--- src/rtl/bp_cce_simple_pkg.sv ---
// rtl/bp_cce_simple_pkg.sv - message/state enums and payload width helpers for the simple CCE responder
package bp_cce_simple_pkg;

    typedef enum logic [1:0] {
        e_miss_load  = 2'd0,
        e_miss_store = 2'd1,
        e_uc_load    = 2'd2,
        e_uc_store   = 2'd3
    } req_msg_e;

    typedef enum logic [1:0] {
        e_coh_ack      = 2'd0,
        e_resp_wb      = 2'd1,
        e_resp_null_wb = 2'd2
    } resp_msg_e;

    typedef enum logic [1:0] {
        e_cmd_data_and_tag = 2'd0,
        e_cmd_uc_data      = 2'd1,
        e_cmd_uc_st_done   = 2'd2,
        e_cmd_invalidate   = 2'd3
    } cmd_msg_e;

    typedef enum logic [1:0] {
        e_coh_I = 2'd0,
        e_coh_S = 2'd1,
        e_coh_E = 2'd2,
        e_coh_M = 2'd3
    } coh_state_e;

    typedef enum logic {
        e_mem_rd = 1'b0,
        e_mem_wr = 1'b1
    } mem_op_e;

    typedef enum logic [2:0] {
        e_ready    = 3'd0,
        e_mem_cmd  = 3'd1,
        e_mem_resp = 3'd2,
        e_send_cmd = 3'd3,
        e_wait_ack = 3'd4
    } state_e;

    // Size fields carry log2 of the byte count (0 = 1B ... 6 = 64B).
    localparam int msg_width_gp   = 2;
    localparam int size_width_gp  = 3;
    localparam int uc_width_gp    = 64;

    function automatic int way_width(input int assoc);
        return (assoc > 1) ? $clog2(assoc) : 1;
    endfunction

    function automatic int req_width(input int paddr, input int lce, input int way);
        return msg_width_gp + lce + paddr + way + uc_width_gp + size_width_gp;
    endfunction

    function automatic int resp_width(input int paddr, input int lce);
        return msg_width_gp + lce + paddr;
    endfunction

    function automatic int cmd_width(input int paddr, input int lce, input int way, input int block);
        return msg_width_gp + lce + paddr + way + 2 + block;
    endfunction

    function automatic int mem_cmd_width(input int paddr);
        return 1 + paddr + size_width_gp + uc_width_gp;
    endfunction

    function automatic int mem_resp_width(input int paddr, input int block);
        return 1 + paddr + block;
    endfunction

endpackage

--- src/rtl/bp_cce_simple_ack_timer.sv ---
// rtl/bp_cce_simple_ack_timer.sv - coherence-ack wait counter with clear/enable/expired
module bp_cce_simple_ack_timer #(
    parameter int limit_p = 1024,
    localparam int width_lp = $clog2(limit_p + 1)
) (
    input  logic clk_i,
    input  logic reset_n_i,
    input  logic clear_i,
    input  logic en_i,
    output logic expired_o
);

    localparam logic [width_lp-1:0] limit_lp = width_lp'(limit_p);
    localparam logic [width_lp-1:0] last_lp  = width_lp'(limit_p - 1);

    logic [width_lp-1:0] count_q;

    // Fires in the cycle whose clock edge brings the count to the limit.
    assign expired_o = en_i & (count_q == last_lp);

    // Count enabled cycles, holding at the limit until cleared.
    always_ff @(posedge clk_i or negedge reset_n_i) begin
        if (!reset_n_i) begin
            count_q <= '0;
        end else if (clear_i) begin
            count_q <= '0;
        end else if (en_i && (count_q != limit_lp)) begin
            count_q <= count_q + 1'b1;
        end
    end

endmodule

--- src/rtl/bp_cce_simple_responder.sv ---
// rtl/bp_cce_simple_responder.sv - single-transaction CCE endpoint for one LCE (optional BP_CCE_SIMPLE_PERF_EN counters)
module bp_cce_simple_responder
    import bp_cce_simple_pkg::*;
#(
    parameter int paddr_width_p  = 40,
    parameter int block_width_p  = 512,
    parameter int lce_id_width_p = 2,
    parameter int lce_assoc_p    = 8,
    parameter int ack_timeout_p  = 1024,
    localparam int way_id_width_lp   = way_width(lce_assoc_p),
    localparam int req_width_lp      = req_width(paddr_width_p, lce_id_width_p, way_id_width_lp),
    localparam int resp_width_lp     = resp_width(paddr_width_p, lce_id_width_p),
    localparam int cmd_width_lp      = cmd_width(paddr_width_p, lce_id_width_p, way_id_width_lp, block_width_p),
    localparam int mem_cmd_width_lp  = mem_cmd_width(paddr_width_p),
    localparam int mem_resp_width_lp = mem_resp_width(paddr_width_p, block_width_p)
) (
    input  logic                         clk_i,
    input  logic                         reset_n_i,
    input  logic [req_width_lp-1:0]      lce_req_i,
    input  logic                         lce_req_v_i,
    output logic                         lce_req_yumi_o,
    input  logic [resp_width_lp-1:0]     lce_resp_i,
    input  logic                         lce_resp_v_i,
    output logic                         lce_resp_yumi_o,
    output logic [cmd_width_lp-1:0]      lce_cmd_o,
    output logic                         lce_cmd_v_o,
    input  logic                         lce_cmd_ready_i,
    output logic [mem_cmd_width_lp-1:0]  mem_cmd_o,
    output logic                         mem_cmd_v_o,
    input  logic                         mem_cmd_ready_i,
    input  logic [mem_resp_width_lp-1:0] mem_resp_i,
    input  logic                         mem_resp_v_i,
    output logic                         mem_resp_yumi_o,
    output logic                         error_o
`ifdef BP_CCE_SIMPLE_PERF_EN
    ,
    output logic [31:0]                  miss_count_o,
    output logic [31:0]                  uc_count_o,
    output logic [31:0]                  busy_cycles_o
`endif
);

    localparam int block_offset_lp = $clog2(block_width_p / 8);
    localparam logic [size_width_gp-1:0] block_size_lp = size_width_gp'(block_offset_lp);

    typedef struct packed {
        req_msg_e                   msg_type;
        logic [lce_id_width_p-1:0]  lce_id;
        logic [paddr_width_p-1:0]   addr;
        logic [way_id_width_lp-1:0] lru_way;
        logic [uc_width_gp-1:0]     uc_data;
        logic [size_width_gp-1:0]   size;
    } req_s;

    typedef struct packed {
        resp_msg_e                  msg_type;
        logic [lce_id_width_p-1:0]  lce_id;
        logic [paddr_width_p-1:0]   addr;
    } resp_s;

    typedef struct packed {
        cmd_msg_e                   msg_type;
        logic [lce_id_width_p-1:0]  dst_id;
        logic [paddr_width_p-1:0]   addr;
        logic [way_id_width_lp-1:0] way_id;
        coh_state_e                 state;
        logic [block_width_p-1:0]   data;
    } cmd_s;

    typedef struct packed {
        mem_op_e                    op;
        logic [paddr_width_p-1:0]   addr;
        logic [size_width_gp-1:0]   size;
        logic [uc_width_gp-1:0]     data;
    } mem_cmd_s;

    typedef struct packed {
        mem_op_e                    op;
        logic [paddr_width_p-1:0]   addr;
        logic [block_width_p-1:0]   data;
    } mem_resp_s;

    req_s      req_in, req_q;
    resp_s     resp_in;
    mem_resp_s mem_resp_in;
    cmd_s      cmd_out;
    mem_cmd_s  mem_cmd_out;
    state_e    state_q;
    logic [block_width_p-1:0] data_q;
    logic [block_width_p-1:0] resp_data;
    logic error_q;
    logic is_miss, is_uc_load, is_uc_store;
    logic ack_expired, ack_good;
    logic unused_fields;

    assign req_in      = lce_req_i;
    assign resp_in     = lce_resp_i;
    assign mem_resp_in = mem_resp_i;
    assign unused_fields = ^{mem_resp_in.op, mem_resp_in.addr, resp_in.lce_id};

    assign is_uc_load  = (req_q.msg_type == e_uc_load);
    assign is_uc_store = (req_q.msg_type == e_uc_store);
    assign is_miss     = ~is_uc_load & ~is_uc_store;
    assign ack_good    = (resp_in.msg_type == e_coh_ack) && (resp_in.addr == req_q.addr);

    // Valids decode from the state register; yumis are same-cycle and drop while reset is held.
    assign lce_req_yumi_o  = reset_n_i & (state_q == e_ready)    & lce_req_v_i;
    assign mem_resp_yumi_o = reset_n_i & (state_q == e_mem_resp) & mem_resp_v_i;
    assign lce_resp_yumi_o = reset_n_i & (state_q == e_wait_ack) & lce_resp_v_i;
    assign mem_cmd_v_o     = (state_q == e_mem_cmd);
    assign lce_cmd_v_o     = (state_q == e_send_cmd);
    assign error_o         = error_q;
    assign lce_cmd_o       = cmd_out;
    assign mem_cmd_o       = mem_cmd_out;

    // Misses fetch whole blocks; uncached ops use exact address and size.
    always_comb begin
        mem_cmd_out.op   = is_uc_store ? e_mem_wr : e_mem_rd;
        mem_cmd_out.addr = is_miss ? {req_q.addr[paddr_width_p-1:block_offset_lp], {block_offset_lp{1'b0}}}
                                   : req_q.addr;
        mem_cmd_out.size = is_miss ? block_size_lp : req_q.size;
        mem_cmd_out.data = is_uc_store ? req_q.uc_data : '0;
    end

    // Uncached loads return one word in the low bits; store acks carry no data.
    always_comb begin
        resp_data = mem_resp_in.data;
        if (is_uc_load) begin
            resp_data = block_width_p'(mem_resp_in.data[uc_width_gp-1:0]);
        end else if (is_uc_store) begin
            resp_data = '0;
        end
    end

    // Command type and granted coherence state follow the captured request type.
    always_comb begin
        cmd_out.msg_type = e_cmd_data_and_tag;
        cmd_out.dst_id   = req_q.lce_id;
        cmd_out.addr     = req_q.addr;
        cmd_out.way_id   = req_q.lru_way;
        cmd_out.state    = e_coh_E;
        cmd_out.data     = data_q;
        case (req_q.msg_type)
            e_miss_store: cmd_out.state = e_coh_M;
            e_uc_load: begin
                cmd_out.msg_type = e_cmd_uc_data;
                cmd_out.state    = e_coh_I;
            end
            e_uc_store: begin
                cmd_out.msg_type = e_cmd_uc_st_done;
                cmd_out.state    = e_coh_I;
            end
            default: ;
        endcase
    end

    bp_cce_simple_ack_timer #(
        .limit_p (ack_timeout_p)
    ) ack_timer (
        .clk_i     (clk_i),
        .reset_n_i (reset_n_i),
        .clear_i   (state_q != e_wait_ack),
        .en_i      (state_q == e_wait_ack),
        .expired_o (ack_expired)
    );

    // Transaction sequencer: request -> memory -> LCE command -> optional ack wait.
    always_ff @(posedge clk_i or negedge reset_n_i) begin
        if (!reset_n_i) begin
            state_q <= e_ready;
            req_q   <= '0;
            data_q  <= '0;
            error_q <= 1'b0;
        end else begin
            case (state_q)
                e_ready: begin
                    if (lce_req_v_i) begin
                        req_q   <= req_in;
                        state_q <= e_mem_cmd;
                    end
                end
                e_mem_cmd: begin
                    if (mem_cmd_ready_i) state_q <= e_mem_resp;
                end
                e_mem_resp: begin
                    if (mem_resp_v_i) begin
                        data_q  <= resp_data;
                        state_q <= e_send_cmd;
                    end
                end
                e_send_cmd: begin
                    if (lce_cmd_ready_i) state_q <= is_miss ? e_wait_ack : e_ready;
                end
                e_wait_ack: begin
                    if (lce_resp_v_i && ack_good) begin
                        state_q <= e_ready;
                    end else begin
                        if (lce_resp_v_i) error_q <= 1'b1;
                        if (ack_expired) begin
                            error_q <= 1'b1;
                            state_q <= e_ready;
                        end
                    end
                end
                default: state_q <= e_ready;
            endcase
        end
    end

`ifdef BP_CCE_SIMPLE_PERF_EN
    logic [31:0] miss_count_q, uc_count_q, busy_cycles_q;
    logic cmd_fire;

    assign cmd_fire      = lce_cmd_v_o & lce_cmd_ready_i;
    assign miss_count_o  = miss_count_q;
    assign uc_count_o    = uc_count_q;
    assign busy_cycles_o = busy_cycles_q;

    // Saturating event counters: command handshakes by class, and non-idle cycles.
    always_ff @(posedge clk_i or negedge reset_n_i) begin
        if (!reset_n_i) begin
            miss_count_q  <= '0;
            uc_count_q    <= '0;
            busy_cycles_q <= '0;
        end else begin
            if (cmd_fire && is_miss && (miss_count_q != '1)) miss_count_q <= miss_count_q + 32'd1;
            if (cmd_fire && !is_miss && (uc_count_q != '1)) uc_count_q <= uc_count_q + 32'd1;
            if ((state_q != e_ready) && (busy_cycles_q != '1)) busy_cycles_q <= busy_cycles_q + 32'd1;
        end
    end
`endif

endmodule

--- config.mk ---
export PLATFORM = sky130hd
export DESIGN_NAME = bp_cce_simple_responder
export DESIGN_NICKNAME = d
export VERILOG_FILES = /design/src/rtl/bp_cce_simple_pkg.sv /design/src/rtl/bp_cce_simple_ack_timer.sv /design/src/rtl/bp_cce_simple_responder.sv
export SDC_FILE = /design/constraint.sdc
export NUM_CORES = 1
export LEC_CHECK = 0
export BUFFER_PORTS_ARGS = -buffer_cell sky130_fd_sc_hd__buf_4
export CAP_MARGIN = 20
export CORE_AREA = 8 8 529 531
export DETAILED_ROUTE_END_ITERATION = 6
export DIE_AREA = 0 0 537 539
export SYNTH_ARGS = -nofsm -noshare
export SYNTH_HDL_FRONTEND = slang
export SYNTH_SLANG_ARGS = --single-unit
--- constraint.sdc ---
create_clock -name clk_i -period 2.4 [get_ports clk_i]
set_input_delay 0.48 -clock clk_i [delete_from_list [all_inputs] [get_ports clk_i]]
set_output_delay 0.48 -clock clk_i [all_outputs]
set_load 0.01 [all_outputs]
After elaboration in Yosys (flattened, before gate mapping)
Cells that the tools add are included.
Widths: inputs -> output; s select.

storage, ports and cells
  output and inout bits = 675
  logic and storage cells = 70
  memory bits (writable) = 0
  register bits after elaboration = 641
  memories kept = 0
  latch bits = 0
  bits of input ports = 718
  memory bits (read-only) = 0

cells by class
  $add $sub $neg = 1
  eq/ne operators = 16
  shift operators = 0
  multipliers = 0
  bitwise operators = 11
  div/mod/pow operators = 0
  $lt $le $gt $ge = 0
  muxes and demuxes = 20
  reduce and logical (&&, ||, !) cells = 12

operators with widths
  operator               number
  $mux 512               2
  $mux 64                1
  $eq 40x40->1           1
  $mux 3                 8
  $mux 11                2
  $pmux 3 s5             1
  $add 11x1->11 const B  1
  $eq 11x10->1 const B   1
  $ne 11x11->1 const B   1
  $and 1x1->1            8
  $pmux 2 s2             2
  $eq 3x2->1 const B     2
  $mux 6                 1
  $ne 3x3->1 const B     2
  $reduce_and 5->1       1
  $eq 2x2->1 const B     2
  $ne 2x1->1 const B     2
  $ne 2x2->1 const B     2
  $reduce_and 2->1       2
  $reduce_bool 2->1      2
  $eq 3x1->1 const B     1
  $eq 3x3->1 const B     1
  $logic_and 1x1->1      3
  $logic_not 3->1        1
  6 further kinds        10

Longest topological paths before layout
Gate-level depths: netlist of the first run.

  depth after elaboration = 6
  gate-level depth with buffers = 8
  depth with buffers taken out = 6

Modules after synthesis
From an unflattened synthesis of the first run, not the netlist that was laid out.

second synthesis, totals
  cell total of the unflattened synthesis = 2788
  area, all modules = 27067.2 um^2

modules (own cells, without submodules)
  module                   times used  area each (um^2)  sequential area each (um^2)  cells each
  bp_cce_simple_responder  1           26431.6           15765.1                      2719
  bp_cce_simple_ack_timer  1           635.6             275.3                        69

Least setup slack after synthesis of the first run
No wires, ideal clock.

  kind = reg-to-output
  from = reg state_q[0]
  to = out mem_resp_yumi_o
  path slack = 0.588 ns
  arrival time = 1.332 ns
  buffers on the path = 3
  required time = 1.920 ns
  cell stages (with the launch flop) = 7
  path through = dfrtp_1 -> nor2_2 -> nand3_2 -> buf_4 -> buf_6 -> buf_2 -> nor2_1

between the ends
  word-level cells in the longest chain between the ends = 3

RTL lines
  element                    line                            RTL
  start: declaration         bp_cce_simple_responder.sv:88   state_e state_q;
  start signal: assignment   bp_cce_simple_responder.sv:170  state_q <= e_ready;
  start signal: assignment   bp_cce_simple_responder.sv:179  state_q <= e_mem_cmd;
  start signal: assignment   bp_cce_simple_responder.sv:183  if (mem_cmd_ready_i) state_q <= e_mem_resp;
  $eq 3x2->1                 bp_cce_simple_responder.sv:108  assign mem_resp_yumi_o = reset_n_i & (state_q == e_mem_resp) & mem_resp_v_i;
  $and 1x1->1 (2 in series)  bp_cce_simple_responder.sv:108
  end: declaration           bp_cce_simple_responder.sv:33   output logic mem_resp_yumi_o,

Every way passes these cells.

Worst setup path after layout of the first run
  from = reg req_q[113] in the netlist's numbering
  to = out mem_cmd_o[6]

between the ends
  word-level cells in the longest chain between the ends = 2

RTL lines
  element                   line                            RTL
  start: declaration        bp_cce_simple_responder.sv:83   req_s req_in, req_q;
  start signal: assignment  bp_cce_simple_responder.sv:178  req_q <= req_in;
  $eq 2x2->1                bp_cce_simple_responder.sv:102  assign is_uc_store = (req_q.msg_type == e_uc_store);
  $mux 64                   bp_cce_simple_responder.sv:122  mem_cmd_out.data = is_uc_store ? req_q.uc_data : '0;
  end: declaration          bp_cce_simple_responder.sv:28   output logic [mem_cmd_width_lp-1:0] mem_cmd_o,

Every way passes these cells.

==> load_flow_metrics.sql, run 1 <==
INSERT INTO impl_metrics (metric_group, metric, value, unit) VALUES
('critical_path', 'critPathMostFrequentCell', 'buf_12', ''),
('yosys', 'synth_edf_count', '0', ''),
('yosys', 'area_fraction_in_compound_gates_after_synthesis', '0.0979', ''),
('sta', 'period_share', '1.02', ''),
('place', 'numPortBuffers', '1349', ''),
('routing', 'drt-vias-per-instance', '3.35', ''),
('pwr', 'p_comb_frac', '0.090', ''),
('critical_path', 'timing_worst_setup_path_type', 'flop to output pin', ''),
('clock_tree', 'cts_inserted_buffers', '92', ''),
('hold_path', 'worst_hold_end', 'data_q[35]', ''),
('pwr', 'power.clock.fraction', '0.515', ''),
('critical_path', 'slowest_delay', '0.51', 'ns'),
('hold_path', 'hold-path-cell-count', '3', ''),
('global_route', 'grt_util_all_layers', '0.147', ''),
('clock_tree', 'max-clock-path-buffers', '4', ''),
('critical_path', 'reg2reg_to', 'data_q[218]', ''),
('global_route', 'grt_start_max_net_pins', '93', ''),
('routing', 'post_route_ant_nets', '0', ''),
('final_layout', 'fill_cell_total_of_the_finished_layout', '30000', ''),
('routing', 'via_count', '28400', ''),
('routing', 'drtIter0Drc', '1702', ''),
('routing', 'route.detailed.wl_per_inst', '26.5', 'um'),
('pwr', 'power.ir.vdd_worst', '0.480', 'mV'),
('clock_tree', 'numClockSinks', '641', ''),
('yosys', 'synth-main-ff-cell', 'dfrtp_1', ''),
('clock_tree', 'cts_max_level', '3', ''),
('pwr', 'total_power', '0.0273', 'W'),
('floorplanning', 'placement_rows', '192', ''),
('final_layout', 'post_route_cells_drive_above_1_share', '0.380', ''),
('pwr', 'internal_power', '0.0206', 'W'),
('global_route', 'grt_first_pass_wirelength', '286', 'mm'),
('yosys', 'synth_xor_area_frac', '0.0164', ''),
('critical_path', 'timing.critical_path.to_type', 'output pin', ''),
('critical_path', 'timing.critical_path.slowest_stage_cell', 'dfrtp_4', ''),
('final_layout', 'most-common-layout-cells', 'buf_4 (1364), nand2_1 (1030), dfrtp_1 (636), dlygate4sd3_1 (630), o21ai_1 (300)', ''),
('yosys', 'synth_fa_ha_area_frac', '0.000935', ''),
('critical_path', 'critPathMaxFanout', '12', ''),
('critical_path', 'timing.reg2reg.setup_slack', '0.20', 'ns'),
('hold_path', 'worstHoldStart', 'mem_resp_i[35]', ''),
('sta', 'timing_max_transition_violations_final', '0', ''),
('final_layout', 'finish.net_count', '5420', ''),
('pwr', 'net_switching_fraction_of_the_power', '0.248', ''),
('place', 'finalWeightedCongestion', '0.921', ''),
('yosys', 'synth_sequential_area_ratio', '0.599', ''),
('yosys', 'synth_simple_gate_area_share', '0.173', ''),
('outcome', 'failed_checks', 'negative setup slack', ''),
('yosys', 'synth_nets', '3493', ''),
('clock_tree', 'clk-insertion-delay-late', '0.81', 'ns'),
('floorplanning', 'io_pins', '1393', ''),
('sta', 'worstMarginPinSlew', '0.646', 'ns'),
('sta', 'final.setup.worst_slack', '-0.0449', 'ns'),
('final_layout', 'most_common_cell_after_layout_fill_and_taps_aside', 'buf_4', ''),
('yosys', 'synth_top_family_by_area', 'simple AND/OR/NAND/NOR gates', ''),
('sta', 'final-setup-viol-count', '52', ''),
('floorplanning', 'dieHeight', '539', 'um'),
('clock_tree', 'tritoncts_clock_tree', 'done', ''),
('global_route', 'antenna_found_initial', '259', ''),
('yosys', 'yosysWarnings', '0', ''),
('sta', 'relSlewSlack', '0.570', ''),
('yosys', 'syn_area', '26800', 'um2'),
('final_layout', 'layout-area-overhead-vs-synth', '92.7', '%'),
('sta', 'final-hold-violation-count', '0', ''),
('clock_tree', 'clk_transition_reported_paths', '0.07', 'ns'),
('floorplanning', 'dieArea', '289000', 'um2'),
('critical_path', 'series_of_cell_instances_along_the_critical_path', 'buf_12, buf_12, and3_4, buf_6', ''),
('yosys', 'synth.ff_latch_count', '641', ''),
('critical_path', 'crit_path_arrival_time', '1.96', 'ns'),
('global_route', 'global_route.overflow_total', '0', ''),
('outcome', 'status', 'complete, but fails checks', ''),
('critical_path', 'regToRegStartpoint', 'state_q[1]', ''),
('floorplanning', 'start_util', '0.0985', '');
-- cell usage after synthesis (19+ instances only) --
library cell  instances  share of area
xor2_1               43          0.014
o21ai_0             213          0.040
clkbuf_1            123          0.017
buf_4               112          0.031
nor2_1               19         0.0027
nand2_1            1031           0.14
mux2_4               37          0.021
mux2_2               76          0.032
o21ai_1             300          0.056
and3_1               69          0.016
dfrtp_1             641           0.60
buf_2                36         0.0067
-- power by group through the flow --
stage | clock network [W] | logic, W | registers (W)
after floorplan | 0 | 0.0000473 | 0.0110
after detailed placement | 0 | 0.00128 | 0.0110
after global routing | 0.0148 | 0.00261 | 0.0108
after global placement | 0 | 0.00126 | 0.0110
final | 0.0141 | 0.00245 | 0.0108
after CTS | 0.0146 | 0.00248 | 0.0108
-- how the worst max path moves through the flow --
| stage | slack [ns] | endpoint | startpoint | cells after the start |
|---|---|---|---|---|
| 2_1_floorplan | 0.59 | mem_resp_yumi_o | state_q[0] | 6 |
| 3_3_place_gp | 0.14 | error_o | lce_resp_i[21] | 8 |
| 3_5_place_dp | 0.15 | error_o | lce_resp_i[21] | 8 |
| 4_1_cts | -0.14 | mem_cmd_o[6] | req_q[113] | 4 |
| 5_1_grt | -0.13 | mem_cmd_o[6] | req_q[113] | 4 |
| 6_report | -0.04 | mem_cmd_o[6] | req_q[113] | 4 |
-- metal layers --
layer  wire length [um]  GRT usage  up-vias
met5               1210          0        -
met4               6590     0.0403      186
met3              30900     0.0879      452
met2              92600      0.219     1434
met1              92900      0.179    13300
li1                   -          -    12900
-- layout make-up --
type | instances | area [um2] | area share
antenna | 93 | 233 | 0.00451
clock buffer | 121 | 2530 | 0.0490
clock inverter | 42 | 502 | 0.00972
inverter | 6 | 38.8 | 0.000752
multi-input combinational | 1845 | 9420 | 0.182
sequential | 641 | 16100 | 0.311
tap | 3589 | 4490 | 0.0870
timing repair buffer | 2114 | 18300 | 0.355
-- cells by family (layout without fill, tap and decap cells) --
| family | Yosys count | after routing |
|---|---|---|
| buf+inv | 287 | 2283 |
| xor+xnor | 50 | 50 |
| fa+ha+maj | 2 | 2 |
| flops | 641 | 641 |
| other cells | 0 | 93 |
| simple gates | 1159 | 1159 |
| compound gates | 521 | 521 |
| mux | 113 | 113 |
-- critical path: cells and delay by family (launching register included) --
family / cells / cell delay [ns]
AND/OR/NAND/NOR: 1 / 0.17
buffers and inverters: 3 / 0.46
flip-flops: 1 / 0.51
-- sequential cells by signal (all words and copies together), names as in the netlist --
register,flops
data_q,512
state_q,3
req_q,69
error_o,1
ack_timer.count_q,11
lce_cmd_o,45
-- stage by stage --
| step | cell area [um2] | utilization | worst slack (ns) | instances | hold WS [ns] |
|---|---|---|---|---|---|
| floorplan | 26800 | - | 0.588 | 2773 | 0.184 |
| global placement | 41200 | 0.151 | 0.139 | 7548 | 0.466 |
| detailed placement | 41200 | 0.151 | 0.149 | 7548 | 0.471 |
| CTS | 51200 | 0.188 | -0.141 | 8357 | 0.0133 |
| global route | 51500 | 0.190 | -0.134 | 8425 | 0.0677 |
| finish | 51600 | 0.190 | -0.0449 | 8451 | 0.0898 |
-- timing repair --
item | CTS | global route
endpoints found under the setup margin | 82 | 83
hold endpoints to repair | 764 | 0
gates resized for setup | 143 | 31
hold buffers | 630 | 0
cloned | 1 | 1
pin swaps | 3 | 4
buffers inserted | 16 | 1
No activity file was read; power rests on OpenSTA's default activity.
==> run 2: changes to the inputs <==
==> constraint.sdc (replaced) <==
create_clock -name clk_i -period 2.2 [get_ports clk_i]
set_input_delay 0.44 -clock clk_i [delete_from_list [all_inputs] [get_ports clk_i]]
set_output_delay 0.44 -clock clk_i [all_outputs]
set_load 0.01 [all_outputs]
==> run 2 against run 1 <==
The flow still finishes with violations (negative setup slack). Clock power is 6% higher. Cell count is 0.14% higher. Core utilization is 0.21 points higher. Total power is 7.5% higher. Critical endpoint is now mem_cmd_o[37].
==> load_flow_metrics.sql, run 2 (synthesis results as in run 1) <==
INSERT INTO impl_metrics (metric_group, metric, value, unit) VALUES
('outcome', 'status', 'complete, but fails checks', ''),
('outcome', 'failed_checks', 'negative setup slack', ''),
('global_route', 'grt_util_all_layers', '0.148', ''),
('routing', 'post_route_ant_nets', '0', ''),
('clock_tree', 'max-clock-path-buffers', '4', ''),
('routing', 'routedLengthMet1', '93.1', 'mm'),
('critical_path', 'worst_setup_start_kind', 'flop', ''),
('final_layout', 'largest_register_ffs', '512', ''),
('floorplanning', 'start_util', '0.0985', ''),
('place', 'finalWeightedCongestion', '0.928', ''),
('flow_run', 'cap_violations', '0', ''),
('clock_tree', 'clk-insertion-delay-late', '0.78', 'ns'),
('place', 'numPortBuffers', '1349', ''),
('routing', 'drtIter0Drc', '1937', ''),
('final_layout', 'registers.top_by_ff_count', 'data_q', ''),
('sta', 'tns', '-12.72', 'ns'),
('critical_path', 'critPathMaxFanout', '12', ''),
('sta', 'timing_max_transition_violations_final', '0', ''),
('global_route', 'grt_start_max_net_pins', '144', ''),
('routing', 'drt_pass1_iterations', '5', ''),
('routing', 'routed-wl-met2', '94.0', 'mm'),
('critical_path', 'crit_path_arrival_time', '1.97', 'ns'),
('sta', 'final-setup-viol-count', '80', ''),
('place', 'worst_slack_at_placement', '0.0353', 'ns'),
('sta', 'timing.clock.skew', '0.0412', 'ns'),
('critical_path', 'slowest_delay', '0.53', 'ns'),
('routing', 'post-route-drc-count', '0', ''),
('global_route', 'grt_first_pass_wirelength', '286', 'mm'),
('routing', 'route.top_layer_used', 'met5', ''),
('routing', 'via_count', '28900', ''),
('sta', 'final-hold-violation-count', '0', ''),
('final_layout', 'post_route_cells_drive_above_1_share', '0.382', ''),
('clock_tree', 'cts_inserted_buffers', '88', ''),
('critical_path', 'timing.critical_path.to_type', 'output pin', ''),
('floorplanning', 'placeableCoreArea', '272000', 'um2'),
('final_layout', 'most_common_cell_after_layout_fill_and_taps_aside', 'buf_4', ''),
('final_layout', 'finish.net_count', '5424', ''),
('floorplanning', 'io_pins', '1393', ''),
('sta', 'period_share', '1.09', ''),
('clock_tree', 'numClockSinks', '641', ''),
('sta', 'final.setup.worst_slack', '-0.207', 'ns'),
('sta', 'fin_worst_hold_slack', '0.181', 'ns'),
('critical_path', 'critical_path_rt', '1.76', 'ns'),
('floorplanning', 'placement_rows', '192', ''),
('pwr', 'power.density', '563', 'nW/um2'),
('routing', 'detail_route.wirelength', '229', 'mm'),
('pwr', 'power.ir.vdd_worst', '0.956', 'mV'),
('sta', 'min_period', '2.41', 'ns'),
('routing', 'drt-vias-per-instance', '3.42', ''),
('critical_path', 'timing.critical_path.slowest_stage_cell', 'dfrtp_4', ''),
('floorplanning', 'dieHeight', '539', 'um'),
('critical_path', 'critPathMostFrequentCell', 'buf_12', ''),
('clock_tree', 'clock_tree.root_cell', 'clkbuf_16', ''),
('final_layout', 'most-common-layout-cells', 'buf_4 (1338), nand2_1 (1029), dfrtp_1 (637), dlygate4sd3_1 (631), o21ai_1 (301)', ''),
('global_route', 'antenna_found_initial', '271', ''),
('routing', 'route.detailed.wl_per_inst', '27.1', 'um'),
('clock_tree', 'tritoncts_clock_tree', 'done', ''),
('critical_path', 'timing_worst_setup_path_type', 'flop to output pin', ''),
('pwr', 'p_leak', '23.7', 'nW'),
('sta', 'maxClockFrequency', '415', 'MHz'),
('critical_path', 'series_of_cell_instances_along_the_critical_path', 'buf_12, buf_12, and3_4, buf_6', ''),
('sta', 'worstMarginPinSlew', '0.568', 'ns'),
('critical_path', 'critPathBufInv', '3', ''),
('sta', 'grt_setup_unrepaired', 'true', ''),
('critical_path', 'crit_family', 'flip-flops', ''),
('clock_tree', 'cts_max_level', '3', ''),
('sta', 'relSlewSlack', '0.622', ''),
('hold_path', 'hold_path_class', 'primary input to flop', ''),
('global_route', 'global_route.overflow_total', '0', ''),
('clock_tree', 'clk_transition_reported_paths', '0.06', 'ns'),
('place', 'dpl.hpwl', '188', 'mm'),
('floorplanning', 'die_x_extent', '537', 'um'),
('floorplanning', 'dieArea', '289000', 'um2'),
('global_route', 'number_of_global_route_vias_before_repair', '28900', ''),
('final_layout', 'layout-area-overhead-vs-synth', '94.9', '%'),
('routing', 'met3_length', '33.2', 'mm');
-- run 2: cell count changes in the layout (fill, tap and decap cells not counted), moves of 3 or more --
cell,delta
nor2_4,+3
clkinv_2,-3
inv_8,-3
diode_2,+12
buf_6,-6
and3_2,-4
buf_4,-26
inv_6,+3
and3_4,+16
buf_8,+21
clkbuf_16,+8
and3_1,-12
buf_16,+7
-- run 2: worst reg2reg max path, delay by kind of cell, from the launching register on --
family                 cells  cell delay (ns)
buffers and inverters      2             0.64
muxes                      1             0.41
DFF                        1             0.43
and+or+nand+nor            2             0.44
-- run 2: area by class of cell --
type                            count  area (um2)
Timing Repair Buffer             2122       18900
Sequential cell                   641       16100
Multi-Input combinational cell   1845        9530
Tap cell                         3589        4490
Fill cell                       29900      220000
Inverter                            6        51.3
Clock inverter                     36         455
Antenna cell                      105         263
Clock buffer                      119        2450
-- run 2: path summary, 6_finish.rpt --
kind | from | to | slack [ns] | depth (start not counted)
min | mem_resp_i[27] | data_q[27] | 0.18 | 3
max in group asynchronous | reset_n_i | data_q[314] | 0.72 | 5
max | req_q[113] | mem_cmd_o[37] | -0.21 | 4
min in group asynchronous | reset_n_i | lce_cmd_o[516] | 0.43 | 3
max reg2reg | state_q[2] | lce_cmd_o[551] | 0.15 | 5
min reg2reg | data_q[456] | data_q[456] | 0.48 | 2
-- run 2: metrics by stage --
step	power [W]	std cells	cell area (um2)	utilization
floorplan	0.0121	2773	26800	-
global placement	0.0134	7525	41000	0.151
detailed placement	0.0134	7525	41000	0.151
CTS	0.0300	8331	51200	0.188
global route	0.0304	8430	52100	0.192
finish	0.0294	8463	52200	0.192
-- run 2: repair_timing --
| item | in CTS | in global routing |
|---|---|---|
| gates resized for setup | 202 | 55 |
| pin swaps | 12 | 17 |
| buffers inserted | 17 | 12 |
| hold buffers | 632 | 0 |
| gates cloned | 2 | 18 |
| endpoints found under the setup margin | 83 | 347 |
| endpoints found under the hold margin | 793 | 0 |
-- run 2: per-layer routing --
metal | vias up | global-route usage
met5 | - | 0
met4 | 178 | 0.0439
met3 | 455 | 0.0913
met2 | 1650 | 0.216
met1 | 13700 | 0.179
li1 | 13000 | -
-- run 2: report_power, final --
| group | switching, W | internal [W] |
|---|---|---|
| clock | 0.00613 | 0.00877 |
| sequential | 0.0000000000000000000335 | 0.0118 |
| combinational | 0.00113 | 0.00156 |
